### src/rtl/led_pattern_rot.sv
// rtl/led_pattern_rot.sv - prescaled LED pattern rotator/bounce scanner; optional PWM dimming under LED_PWM_EN
module led_pattern_rot #(
    parameter int WIDTH = 4,
    parameter int DIV   = 12000000,
    parameter int CNT_W = 24
) (
    input  logic             clk,
    input  logic             rst,
    input  logic             en,
    input  logic [1:0]       mode,
    input  logic             load,
    input  logic [WIDTH-1:0] seed,
`ifdef LED_PWM_EN
    input  logic [7:0]       duty,
`endif
    output logic [WIDTH-1:0] led,
    output logic             step,
    output logic             dir
);

    localparam logic [CNT_W-1:0] CNT_LAST = CNT_W'(DIV - 1);

    logic [CNT_W-1:0] cnt;
    logic [WIDTH-1:0] pattern;
    logic [WIDTH-1:0] rot_l;
    logic [WIDTH-1:0] rot_r;
    logic [WIDTH-1:0] next_pattern;
    logic             next_dir;
    logic             tick;

    // Last enabled clock of a prescaler period; the new pattern lands on the following edge.
    assign tick = en && (cnt == CNT_LAST);

    // Rotations written as index maps so WIDTH=1 degenerates to identity without zero-width slices.
    always_comb begin
        rot_l = '0;
        rot_r = '0;
        for (int i = 0; i < WIDTH; i++) begin
            rot_l[i] = pattern[(i + WIDTH - 1) % WIDTH];
            rot_r[i] = pattern[(i + 1) % WIDTH];
        end
    end

    // Next pattern/direction for a tick; bounce turns around on the end bit only, shifted-out bits are lost.
    always_comb begin
        next_pattern = pattern;
        next_dir     = dir;
        case (mode)
            2'b00: next_pattern = rot_l;
            2'b01: next_pattern = rot_r;
            2'b10: begin
                if (WIDTH > 1) begin
                    if (!dir && pattern[WIDTH-1]) begin
                        next_dir     = 1'b1;
                        next_pattern = pattern >> 1;
                    end else if (dir && pattern[0]) begin
                        next_dir     = 1'b0;
                        next_pattern = pattern << 1;
                    end else if (dir) begin
                        next_pattern = pattern >> 1;
                    end else begin
                        next_pattern = pattern << 1;
                    end
                end
            end
            default: next_pattern = pattern;
        endcase
    end

    // Pattern state and prescaler: reset beats load, load beats a coincident tick.
    always_ff @(posedge clk) begin
        if (rst) begin
            pattern <= WIDTH'(1);
            cnt     <= '0;
            dir     <= 1'b0;
            step    <= 1'b0;
        end else if (load) begin
            pattern <= seed;
            cnt     <= '0;
            dir     <= 1'b0;
            step    <= 1'b0;
        end else if (tick) begin
            pattern <= next_pattern;
            dir     <= next_dir;
            cnt     <= '0;
            step    <= 1'b1;
        end else begin
            if (en) begin
                cnt <= cnt + CNT_W'(1);
            end
            step <= 1'b0;
        end
    end

`ifdef LED_PWM_EN
    logic [7:0] pwm_cnt;

    // Free-running PWM phase; the masked pattern is re-registered, adding one clock on led only.
    always_ff @(posedge clk) begin
        if (rst) begin
            pwm_cnt <= 8'd0;
            led     <= '0;
        end else begin
            pwm_cnt <= pwm_cnt + 8'd1;
            led     <= pattern & {WIDTH{pwm_cnt < duty}};
        end
    end
`else
    assign led = pattern;
`endif

endmodule

### config.mk
export PLATFORM = sky130hd
export DESIGN_NAME = led_pattern_rot
export DESIGN_NICKNAME = d
export VERILOG_FILES = /design/src/rtl/led_pattern_rot.sv
export SDC_FILE = /design/constraint.sdc
export NUM_CORES = 1
export LEC_CHECK = 0
export ABC_AREA = 1
export ABC_CLOCK_PERIOD_IN_PS = 1350
export CORE_ASPECT_RATIO = 1.1
export CORE_MARGIN = 4
export CORE_UTILIZATION = 48
export DETAILED_ROUTE_END_ITERATION = 16
export GPL_TIMING_DRIVEN = 0
export MAX_ROUTING_LAYER = met4
export PLACE_DENSITY = 0.71
export SYNTH_ARGS = -nofsm -noshare
export SYNTH_HDL_FRONTEND = slang
export SYNTH_SLANG_ARGS = --single-unit
export TNS_END_PERCENT = 5
### constraint.sdc
create_clock -name clk -period 1.35 [get_ports clk]
set_input_delay 0.3375 -clock clk [delete_from_list [all_inputs] [get_ports clk]]
set_output_delay 0.3375 -clock clk [all_outputs]
set_load 0.05 [all_outputs]
== Word level (Yosys, flattened, before mapping) ==
Cells that the tools add are included.
Storage, ports and cells
  register bits after elaboration: 30
  input port bits: 10
  output and inout bits: 6
  logic and storage cells: 29
Operators by class
  $add $sub $neg: 1
  equal/unequal tests: 3
  mux-type cells: 9
  reduce and logical (&&, ||, !) cells: 12
Operators by type and width (number)
  adder 24 x 1 -> 24 bit (second input constant): 1
  == test 24 bit (second input constant): 1
  2-to-1 mux 4 bit: 5
  case mux 4 bit (3 select lines): 1
  nonzero test 2 bit: 2
  nonzero test 4 bit: 1
  logical AND 1 bit: 3
  2-to-1 mux 1 bit: 3
  AND reduction 3 bit: 1
  OR reduction 3 bit: 1
  == test 2 x 1 -> 1 bit (second input constant): 1
  == test 2 bit (second input constant): 1
  zero test 2 bit: 1
  AND reduction 2 bit: 1
  OR reduction 2 bit: 1
  zero test 1 bit: 1

== Logic depth before layout (Yosys ltp) ==
Gate-level depths: netlist of the first run.
  word-level depth: 6
  gate-level depth with buffers: 11
  mapped depth without buffers: 11

== Least setup slack after synthesis of the first run ==
Ideal clock, no wire load.
  path type: reg2reg
  start point: register pattern[3], in the netlist led[3]
  end point: register pattern[1], in the netlist led[1]
  setup time: 0.114 ns
  arrival: 1.318 ns
  data required time: 1.236 ns
  path slack: -0.083 ns
  cell stages (with the launch flop): 10
  path buffers: 0
  period minus slack after synthesis: 1.433 ns
  path through: dfxtp_1 -> nand2_1 -> nand2_1 -> nand2_1 -> nand2_1 -> nand2_1 -> a21boi_0 -> nand2_1 -> nand2_1 -> nor2_1
Between the ends
  word-level cells in the longest chain between the ends: 5
Ends and longest elaborated chain
  start, declared: RTL line 24  | logic [WIDTH-1:0] pattern;
  start signal, assigned: RTL line 83  | pattern <= next_pattern;
  logical AND 1 bit: RTL line 53  | if (!dir && pattern[WIDTH-1]) begin
  2-to-1 mux 4 bit: RTL line 53
  case mux 4 bit (3 select lines): RTL line 48  | case (mode)
  2-to-1 mux 4 bit: RTL line 82  | end else if (tick) begin
  2-to-1 mux 4 bit: RTL line 77  | end else if (load) begin
No other way between the ends. The select of a mux whose other input is x is not followed.
A chain may end at the register's enable or synchronous reset.

== Final worst setup path of the first run ==
  start point: register cnt[0]
  end point: register pattern[1], in the netlist led[1]
Between the ends
  word-level cells in the longest chain between the ends: 4
Ends and longest elaborated chain
  start, declared: RTL line 23  | logic [CNT_W-1:0] cnt;
  start signal, assigned: RTL line 89  | cnt <= cnt + CNT_W'(1);
  == test 24 bit: RTL line 32  | assign tick = en && (cnt == CNT_LAST);
  logical AND 1 bit: RTL line 32
  nonzero test 2 bit (no source line)
  AND reduction 2 bit (no source line)
No other way between the ends.

==> run_results.csv, run 1 <==
group,metric,value,unit
status,status,"finished, violations left",
yosys,syn_inst,267,
route,vias_per_cell,4.95,
global_route,grt-ovfl-total,0,
die,die_w,66.6,µm
pwr,power_density,816,nW/µm²
pwr,p_leak,0.922,nW
clock_tree,insertion_delay,0.28,ns
global_route,track_usage,0.191,
setup_path,crit_chain,"ha_4 -> nand3_4 -> inv_2 -> nand2_2 -> nor2_4 -> buf_6 -> nand3_4 -> nand2_4 -> nand2_2 -> nand2_1 -> nor2_1",
global_route,grt_pass1_wl,6850,µm
die,fp.dieH,72.5,µm
global_route,antenna_found_initial,0,
setup_path,critPathCaptureType,"flop",
final_layout,area_delta_synth_final,26.5,%
timing,worst_pin_slew,0.398,ns
yosys,netlist_area,1810,µm²
die,ioPinCount,16,
yosys,synth_top_cell_by_area,"dfxtp_1",
route,vias,1728,
yosys,syn_nets,281,
setup_path,critPathMaxStageDelay,0.38,ns
setup_path,cp_max_fo,5,
yosys,ys.flop_type,"dfxtp_1",
die,start_util,0.496,
setup_path,worst-endpoint-arrival,1.65,ns
final_layout,final_common_cell,"nand2_1",
yosys,yosysWarnings,0,
clock_tree,clk_pin_slew,0.07,ns
clock_tree,clock_tree.root_cell,"clkbuf_8",
pwr,ir_drop,607,µV
hold_path,hold_class,"flop to flop",
timing,post-route-period-util,1.09,
final_layout,layout_common_cells,"63 x nand2_1, 39 x nor2_1, 31 x inv_1",
timing,timing.final.crit_period,1.47,ns
clock_tree,cts_htree_levels,2,
yosys,synth_edf_count,0,
global_route,grt_pass1_vias,1606,
placed_design,io_buffer_count,15,
clock_tree,cts_tree,"built",
setup_path,cp.depth,11,
job,drv_cap,0,
yosys,yosysUniqueCellTypes,27,
setup_path,critPathRequiredTime,1.53,ns
timing,finalHoldViolations,0,
final_layout,n_antenna_cell,0,
setup_path,crit_type,"flop to flop",
setup_path,cp-start-kind,"flop",
global_route,grt_max_degree,11,
die,die_area,4830,µm²
yosys,ys_ff_latch,30,
clock_tree,cts.path.max_buffers,2,
yosys,synth.avg_cell_area,6.79,µm²
placed_design,gp_congestion,0.811,
yosys,synth_top_area_frac,0.331,
setup_path,critPathBufInv,2,
timing,drv_slew,0,
timing,setup_viol,29,
yosys,ys_seq_area_frac,0.331,
placed_design,dp_hpwl,2860,µm
route,drtAntennaViolNets,0,
final_layout,fin_util,0.628,
final_layout,nNetsFinal,312,
hold_path,hold_depth,2,
timing,finClkSkew,0.00555,ns
setup_path,slowest_stage,"dfxtp_4",
clock_tree,numCtsBuffers,5,
die,fp-row-count,23,
timing,max-slew-margin-rel,0.732,
die,core-area,3650,µm²
route,wl,4100,µm
timing,worst_slack,-0.125,ns
status,violations,"negative setup slack",
yosys,synth-async-reset-ratio,0,
route,drt_iter0_drc,207,
final_layout,final_layout_size_suffix_gt1_frac,0.231,
route,drc,0,
setup_path,critPathTopFamily,"simple AND/OR/NAND/NOR gates",
setup_path,ff2ff_path_depth,11,
clock_tree,cts.sinks,30,
timing,rsz0062_at_grt,"true",
yosys,synth_area_leaders,"dfxtp_1 33%, nand2_1 13%, nor2_1 8.5%, inv_1 7.2%, nand3_1 4.4%",
route,post_drt_wl_per_cell,11.8,µm
timing,holdWs,0.495,ns
timing,timing.fmax,678,MHz
route,drt-pass1-iter-count,4,
[report_power, final]
group	switching (mW)	internal, mW	leakage, nW	total (mW)
clock network	0.338	0.411	0.0482	0.749
registers	0.0154	0.895	0.244	0.910
logic	0.122	0.0907	0.629	0.213
total	0.476	1.40	0.922	1.87
[final timing paths]
path	startpoint	end	slack (ns)
max reg2reg	cnt[0]$_SDFFE_PP0P_	led[1]$_SDFFE_PP0P_	-0.12
min reg2reg	cnt[10]$_SDFFE_PP0P_	cnt[10]$_SDFFE_PP0P_	0.50
max	cnt[0]$_SDFFE_PP0P_	led[1]$_SDFFE_PP0P_	-0.12
min	cnt[10]$_SDFFE_PP0P_	cnt[10]$_SDFFE_PP0P_	0.50
[metal layers]
layer	part of all wire	global-route usage
met2	0.49	0.300
met5	0	-
met4	0.015	0.0745
met3	0.036	0.0480
met1	0.46	0.233
[through the flow]
step	instance area [µm²]	cells	worst slack [ns]	power, mW	setup TNS (ns)
floorplan	1820	267	-0.0403	1.05	-0.753
global placement	2030	332	-0.652	1.12	-19.14
detailed placement	2030	332	-0.673	1.12	-19.07
CTS	2250	347	-0.113	1.89	-2.02
global route	2290	349	-0.230	1.96	-4.99
finish	2290	349	-0.125	1.87	-2.15
[tightest hold or removal path, cell delays in order, from the launching register on]
cell	delay, ns
dfxtp_1	0.33
nand2_1	0.07
a21oi_1	0.05
[what timing repair did]
action / 4_1_cts / 5_1_grt
pin swaps: 6 / 3
cloned: 1 / 0
resized for setup: 56 / 11
endpoints found under the setup margin: 36 / 31
buffers inserted: 6 / 2
hold buffers: 0 / 0
[cells in the mapped netlist, types with 4 or more instances]
| cell type | instances |
|---|---|
| a21oi_1 | 10 |
| dfxtp_1 | 30 |
| ha_1 | 4 |
| inv_1 | 35 |
| nand2_1 | 65 |
| nand2_2 | 4 |
| nand3_1 | 16 |
| nand3_2 | 4 |
| nor2_1 | 41 |
| nor2_4 | 5 |
| nor3_1 | 12 |
| o21ai_0 | 4 |
| or2_2 | 4 |
| xor2_1 | 7 |
[sequential cells by signal, summed over array words and instances (netlist names)]
signal / count
led: 4
dir: 1
step: 1
cnt: 24
[cell type report]
class	count	area, µm²
fillers	344	1360
multi-input cells	197	1140
flip-flops and latches	30	611
repair buffers	24	218
inverters	38	143
clock buffers	7	86.3
well taps	50	62.6
plain buffers	2	30.0
clock inverters	1	5.00
[cells by family (layout without fill, tap and decap cells)]
group | after synthesis | after routing | synth area share
buf+inv | 40 | 72 | 0.0910
flops | 30 | 30 | 0.331
simple gates | 166 | 166 | 0.452
xor+xnor | 10 | 10 | 0.0483
compound gates | 17 | 17 | 0.0503
fa+ha+maj | 4 | 4 | 0.0276
Power figures use the tool's default switching activity.
==> run 2, diff against run 1 <==
- CORE_MARGIN: 4 -> not set
==> run_results.csv, run 2 (synthesis results as in run 1) <==
group,metric,value,unit
status,status,"finished, violations left",
status,violations,"negative setup slack",
placed_design,dp_hpwl,2790,µm
clock_tree,cts.path.max_buffers,2,
hold_path,hold_depth,2,
final_layout,nNetsFinal,317,
route,post_drt_wl_per_cell,11.8,µm
final_layout,n_fill_cell,347,
timing,worst_pin_slew,0.417,ns
pwr,clkPwrFrac,0.436,
clock_tree,cts_hold_buf,0,
timing,post-route-period-util,1.10,
route,wl,4170,µm
pwr,p_int,1.55,mW
setup_path,reg2reg_from,"cnt[9]$_SDFFE_PP0P_",
placed_design,dp_cells,332,
die,fp.dieH,66.5,µm
setup_path,ff2ff_path_depth,9,
hold_path,holdPathEnd,"cnt[10]$_SDFFE_PP0P_",
clock_tree,insertion_delay,0.29,ns
setup_path,cp_max_fo,4,
final_layout,layout_common_cells,"61 x nand2_1, 37 x nor2_1, 30 x inv_1",
route,vias,1748,
setup_path,r2r_end,"led[0]$_SDFFE_PP1P_",
setup_path,critPathRequiredTime,1.52,ns
timing,rsz0062_at_grt,"true",
placed_design,dpl_worst_slack,-0.673,ns
timing,finalHoldViolations,0,
hold_path,hold_class,"flop to flop",
die,die_area,4030,µm²
die,fp-row-count,23,
pwr,switching_share,0.243,
final_layout,reg_top3,"cnt: 24 flops, led: 4 flops",
setup_path,crit_chain,"inv_1 -> nor2_1 -> nand3b_1 -> nor2_4 -> buf_4 -> nand3_4 -> buf_4 -> nand3_1 -> nand3_1",
timing,finalSetupTns,-1.80,ns
clock_tree,cts_tree,"built",
placed_design,gp_congestion,0.947,
setup_path,worst-endpoint-arrival,1.66,ns
timing,holdWs,0.498,ns
final_layout,final_cells,354,
timing,worst_slack,-0.139,ns
clock_tree,clock_tree.root_cell,"clkbuf_8",
pwr,p_leak,0.961,nW
die,core-area,3630,µm²
clock_tree,cts.sinks,30,
pwr,p_switching,497,µW
pwr,ir_drop,552,µV
setup_path,r2r_slack,-0.14,ns
global_route,grt_max_degree,11,
setup_path,critPathMaxStageDelay,0.43,ns
setup_path,critPathTopFamily,"simple AND/OR/NAND/NOR gates",
hold_path,holdCritStartpoint,"cnt[10]$_SDFFE_PP0P_",
timing,max-slew-margin-rel,0.720,
final_layout,fin_util,0.659,
global_route,grt-ovfl-total,0,
route,drc,0,
global_route,grt_pass1_wl,7220,µm
route,drt_iter0_drc,142,
die,die_w,60.6,µm
final_layout,final_layout_size_suffix_gt1_frac,0.276,
final_layout,top_register,"cnt",
final_layout,n_antenna_cell,0,
die,start_util,0.500,
placed_design,place_area,2030,µm²
pwr,power_frac_comb,0.117,
timing,drv_slew,0,
global_route,track_usage,0.248,
setup_path,cp-start-kind,"flop",
route,drtAntennaViolNets,0,
timing,setup_viol,24,
global_route,antenna_found_initial,0,
clock_tree,numCtsBuffers,5,
pwr,p_seq_frac,0.446,
setup_path,crit_start,"cnt[9]$_SDFFE_PP0P_",
die,ioPinCount,16,
final_layout,largest_register_ff_count,24,
route,vias_per_cell,4.94,
clock_tree,clk_pin_slew,0.06,ns
clock_tree,cts_htree_levels,2,
pwr,p_total,2.04,mW
setup_path,critPathBufInv,3,
final_layout,area_delta_synth_final,31.7,%
final_layout,fin_area,2390,µm²
pwr,power_density,855,nW/µm²
setup_path,slowest_stage,"dfxtp_1",
timing,finClkSkew,0.00793,ns
final_layout,final_common_cell,"nand2_1",
placed_design,io_buffer_count,15,
route,drt-pass1-iter-count,4,
timing,timing.fmax,671,MHz
setup_path,cp.depth,9,
job,drv_cap,0,
setup_path,crit_type,"flop to flop",
global_route,grt_pass1_vias,1693,
timing,timing.final.crit_period,1.49,ns
setup_path,critPathCaptureType,"flop",
-- run 2: worst max-delay path by stage --
stage                                 endpoint
final                      led[0]$_SDFFE_PP1P_
after global routing       led[0]$_SDFFE_PP1P_
after CTS                  cnt[9]$_SDFFE_PP0P_
after detailed placement   led[1]$_SDFFE_PP0P_
after global placement     led[3]$_SDFFE_PP0P_
after floorplan           cnt[12]$_SDFFE_PP0P_
-- run 2: repair_timing --
item	in CTS	in global routing
setup buffers	11	1
pin swaps	8	11
gates cloned	2	0
endpoints found under the setup margin	36	31
gates resized for setup	59	21
-- run 2: power groups by stage --
stage / logic [mW] / clock network (mW) / registers (mW)
floorplan: 0.0919 / 0 / 0.959
global route: 0.263 / 0.947 / 0.913
detailed placement: 0.192 / 0 / 0.931
global placement: 0.191 / 0 / 0.931
finish: 0.239 / 0.891 / 0.912
CTS: 0.227 / 0.914 / 0.911
-- run 2: final cells by class --
type | instances | area, µm² | share of cell area
multi-input cells | 197 | 1170 | 0.491
flip-flops and latches | 30 | 608 | 0.255
repair buffers | 29 | 268 | 0.112
inverters | 38 | 143 | 0.0597
clock buffers | 5 | 68.8 | 0.0288
well taps | 50 | 62.6 | 0.0262
clock inverters | 3 | 40.0 | 0.0168
plain buffers | 2 | 26.3 | 0.0110
-- run 2: layer usage --
layer,track usage,routed length [µm]
met1,0.297,1840
met2,0.393,2110
met3,0.0621,161
met4,0.0994,55
met5,-,0
-- run 2: worst min-delay path: stages, from the launching register on --
cell and delay (ns):
dfxtp_1 0.33, nand2_1 0.07, a21oi_1 0.05
==> run 3, diff against run 2 <==
- CORE_ASPECT_RATIO: 1.1 -> 1.4
- CTS_BUF_LIST: not set -> sky130_fd_sc_hd__clkbuf_8
==> run_results.csv, run 3 (synthesis results as in run 1) <==
group,metric,value,unit
pwr,p_int,1.52,mW
timing,post-route-period-util,1.09,
clock_tree,numCtsBuffers,5,
timing,finalSetupTns,-2.67,ns
die,die_w,54.0,µm
timing,setup_viol,29,
setup_path,reg2reg_from,"cnt[0]$_SDFFE_PP0P_",
clock_tree,cts_htree_levels,2,
pwr,clkPwrFrac,0.424,
setup_path,crit_start,"cnt[0]$_SDFFE_PP0P_",
route,vias_per_cell,5.08,
placed_design,gp_congestion,0.801,
route,drc,0,
timing,worst_pin_slew,0.424,ns
final_layout,largest_register_ff_count,24,
global_route,grt_pass1_vias,1619,
global_route,antenna_found_initial,0,
clock_tree,insertion_delay,0.29,ns
timing,finalHoldViolations,0,
final_layout,final_common_cell,"nand2_1",
timing,drv_slew,0,
pwr,power_frac_comb,0.125,
clock_tree,cts.sinks,30,
clock_tree,cts_tree,"built",
setup_path,critPathCaptureType,"flop",
final_layout,n_fill_cell,319,
route,drt_iter0_drc,36,
setup_path,critPathRequiredTime,1.53,ns
die,fp-row-count,26,
timing,timing.final.crit_period,1.47,ns
final_layout,n_antenna_cell,0,
timing,rsz0062_at_grt,"true",
hold_path,holdCritStartpoint,"load",
global_route,grt_pass1_wl,6700,µm
final_layout,nNetsFinal,319,
setup_path,cp_max_fo,5,
global_route,track_usage,0.244,
pwr,p_seq_frac,0.451,
status,violations,"negative setup slack",
die,fp.dieH,74.7,µm
final_layout,area_delta_synth_final,34.6,%
timing,holdWs,0.432,ns
hold_path,hold_class,"input port to flop",
job,drv_cap,0,
die,ioPinCount,16,
final_layout,top_register,"cnt",
route,drt-pass1-iter-count,4,
die,start_util,0.498,
pwr,p_switching,495,µW
clock_tree,cts.path.max_buffers,2,
pwr,p_leak,1.01,nW
timing,timing.fmax,682,MHz
placed_design,dp_hpwl,2870,µm
setup_path,crit_type,"flop to flop",
final_layout,reg_top3,"cnt: 24 flops, led: 4 flops",
clock_tree,clk_pin_slew,0.07,ns
setup_path,worst-endpoint-arrival,1.64,ns
timing,max-slew-margin-rel,0.715,
global_route,grt_max_degree,11,
final_layout,multiInputGateArea,1170,µm²
setup_path,cp-start-kind,"flop",
pwr,power_density,827,nW/µm²
clock_tree,cts_hold_buf,0,
timing,finClkSkew,0.00684,ns
final_layout,layout_common_cells,"64 x nand2_1, 38 x nor2_1, 33 x inv_1",
placed_design,io_buffer_count,15,
pwr,ir_drop,859,µV
global_route,grt-ovfl-total,0,
clock_tree,clock_tree.root_cell,"clkbuf_8",
route,wl,4310,µm
die,core-area,3640,µm²
final_layout,final_layout_size_suffix_gt1_frac,0.278,
status,status,"finished, violations left",
final_layout,layout.area.seq,611,µm²
timing,worst_slack,-0.116,ns
route,post_drt_wl_per_cell,12.4,µm
route,drtAntennaViolNets,0,
die,die_area,4030,µm²
route,vias,1767,
pwr,switching_share,0.245,
## run 3: cell count changes in the layout (fill, tap and decap cells not counted), moves of 2 or more
cell / delta
nand2_1: +3
nor3_2: +4
buf_6: -3
nor3_1: -4
clkinv_2: -2
buf_12: +2
inv_1: +3
clkbuf_8: +3
inv_2: -3
nand2_2: -3
## run 3: worst paths after layout
kind / end / slack [ns] / depth (start not counted)
worst min-delay path: step$_SDFF_PP0_ / 0.43 / 2
worst min register to register: cnt[23]$_SDFFE_PP0P_ / 0.51 / 2
worst max-delay path: cnt[6]$_SDFFE_PP0P_ / -0.12 / 10
worst max register to register: cnt[6]$_SDFFE_PP0P_ / -0.12 / 10
## run 3: final cells by class
cell class,instances,area share
inverters,38,0.0584
well taps,42,0.0215
multi-input cells,197,0.481
repair buffers,31,0.132
clock buffers,8,0.0451
plain buffers,2,0.0123
flip-flops and latches,30,0.250
## run 3: metal layers
metal	vias up	global-route usage	wire [µm]
li1	911	-	-
met1	811	0.230	1700
met2	34	0.443	2350
met3	11	0.0586	125
met4	0	0.117	126
met5	-	-	0
## run 3: worst max-delay path, stage by stage (launching register included)
cell and delay [ns]:
dfxtp_2 0.35, ha_4 0.15, nand3_4 0.10, inv_2 0.09, nand2_2 0.06, nor2_4 0.12
nand2_4 0.08, nand2_4 0.11, buf_12 0.12, clkbuf_16 0.13, nor2_1 0.03
## run 3: what timing repair did
action                                  4_1_cts  5_1_grt
buffers inserted                             13        1
pin swaps                                    15        6
endpoints found under the setup margin       36       31
gates cloned                                  1        1
resized for setup                            59       17
## run 3: metrics by stage
stage / instance area [µm²] / setup WS (ns) / power [mW] / instances / util
6_report: 2440 / -0.116 / 2.02 / 348 / 0.670
5_1_grt: 2440 / -0.195 / 2.10 / 348 / 0.670
4_1_cts: 2350 / -0.103 / 2.02 / 346 / 0.645
3_5_place_dp: 2020 / -0.697 / 1.13 / 324 / 0.554
3_3_place_gp: 2020 / -0.667 / 1.13 / 324 / 0.554
2_1_floorplan: 1820 / -0.0403 / 1.05 / 267 / -
## run 3: power by group through the flow
| stage | Sequential, mW | Clock [mW] | Combinational (mW) |
|---|---|---|---|
| 2_1_floorplan | 0.959 | 0 | 0.0919 |
| 3_3_place_gp | 0.932 | 0 | 0.195 |
| 3_5_place_dp | 0.931 | 0 | 0.196 |
| 4_1_cts | 0.909 | 0.868 | 0.237 |
| 5_1_grt | 0.910 | 0.915 | 0.273 |
| 6_report | 0.910 | 0.857 | 0.252 |
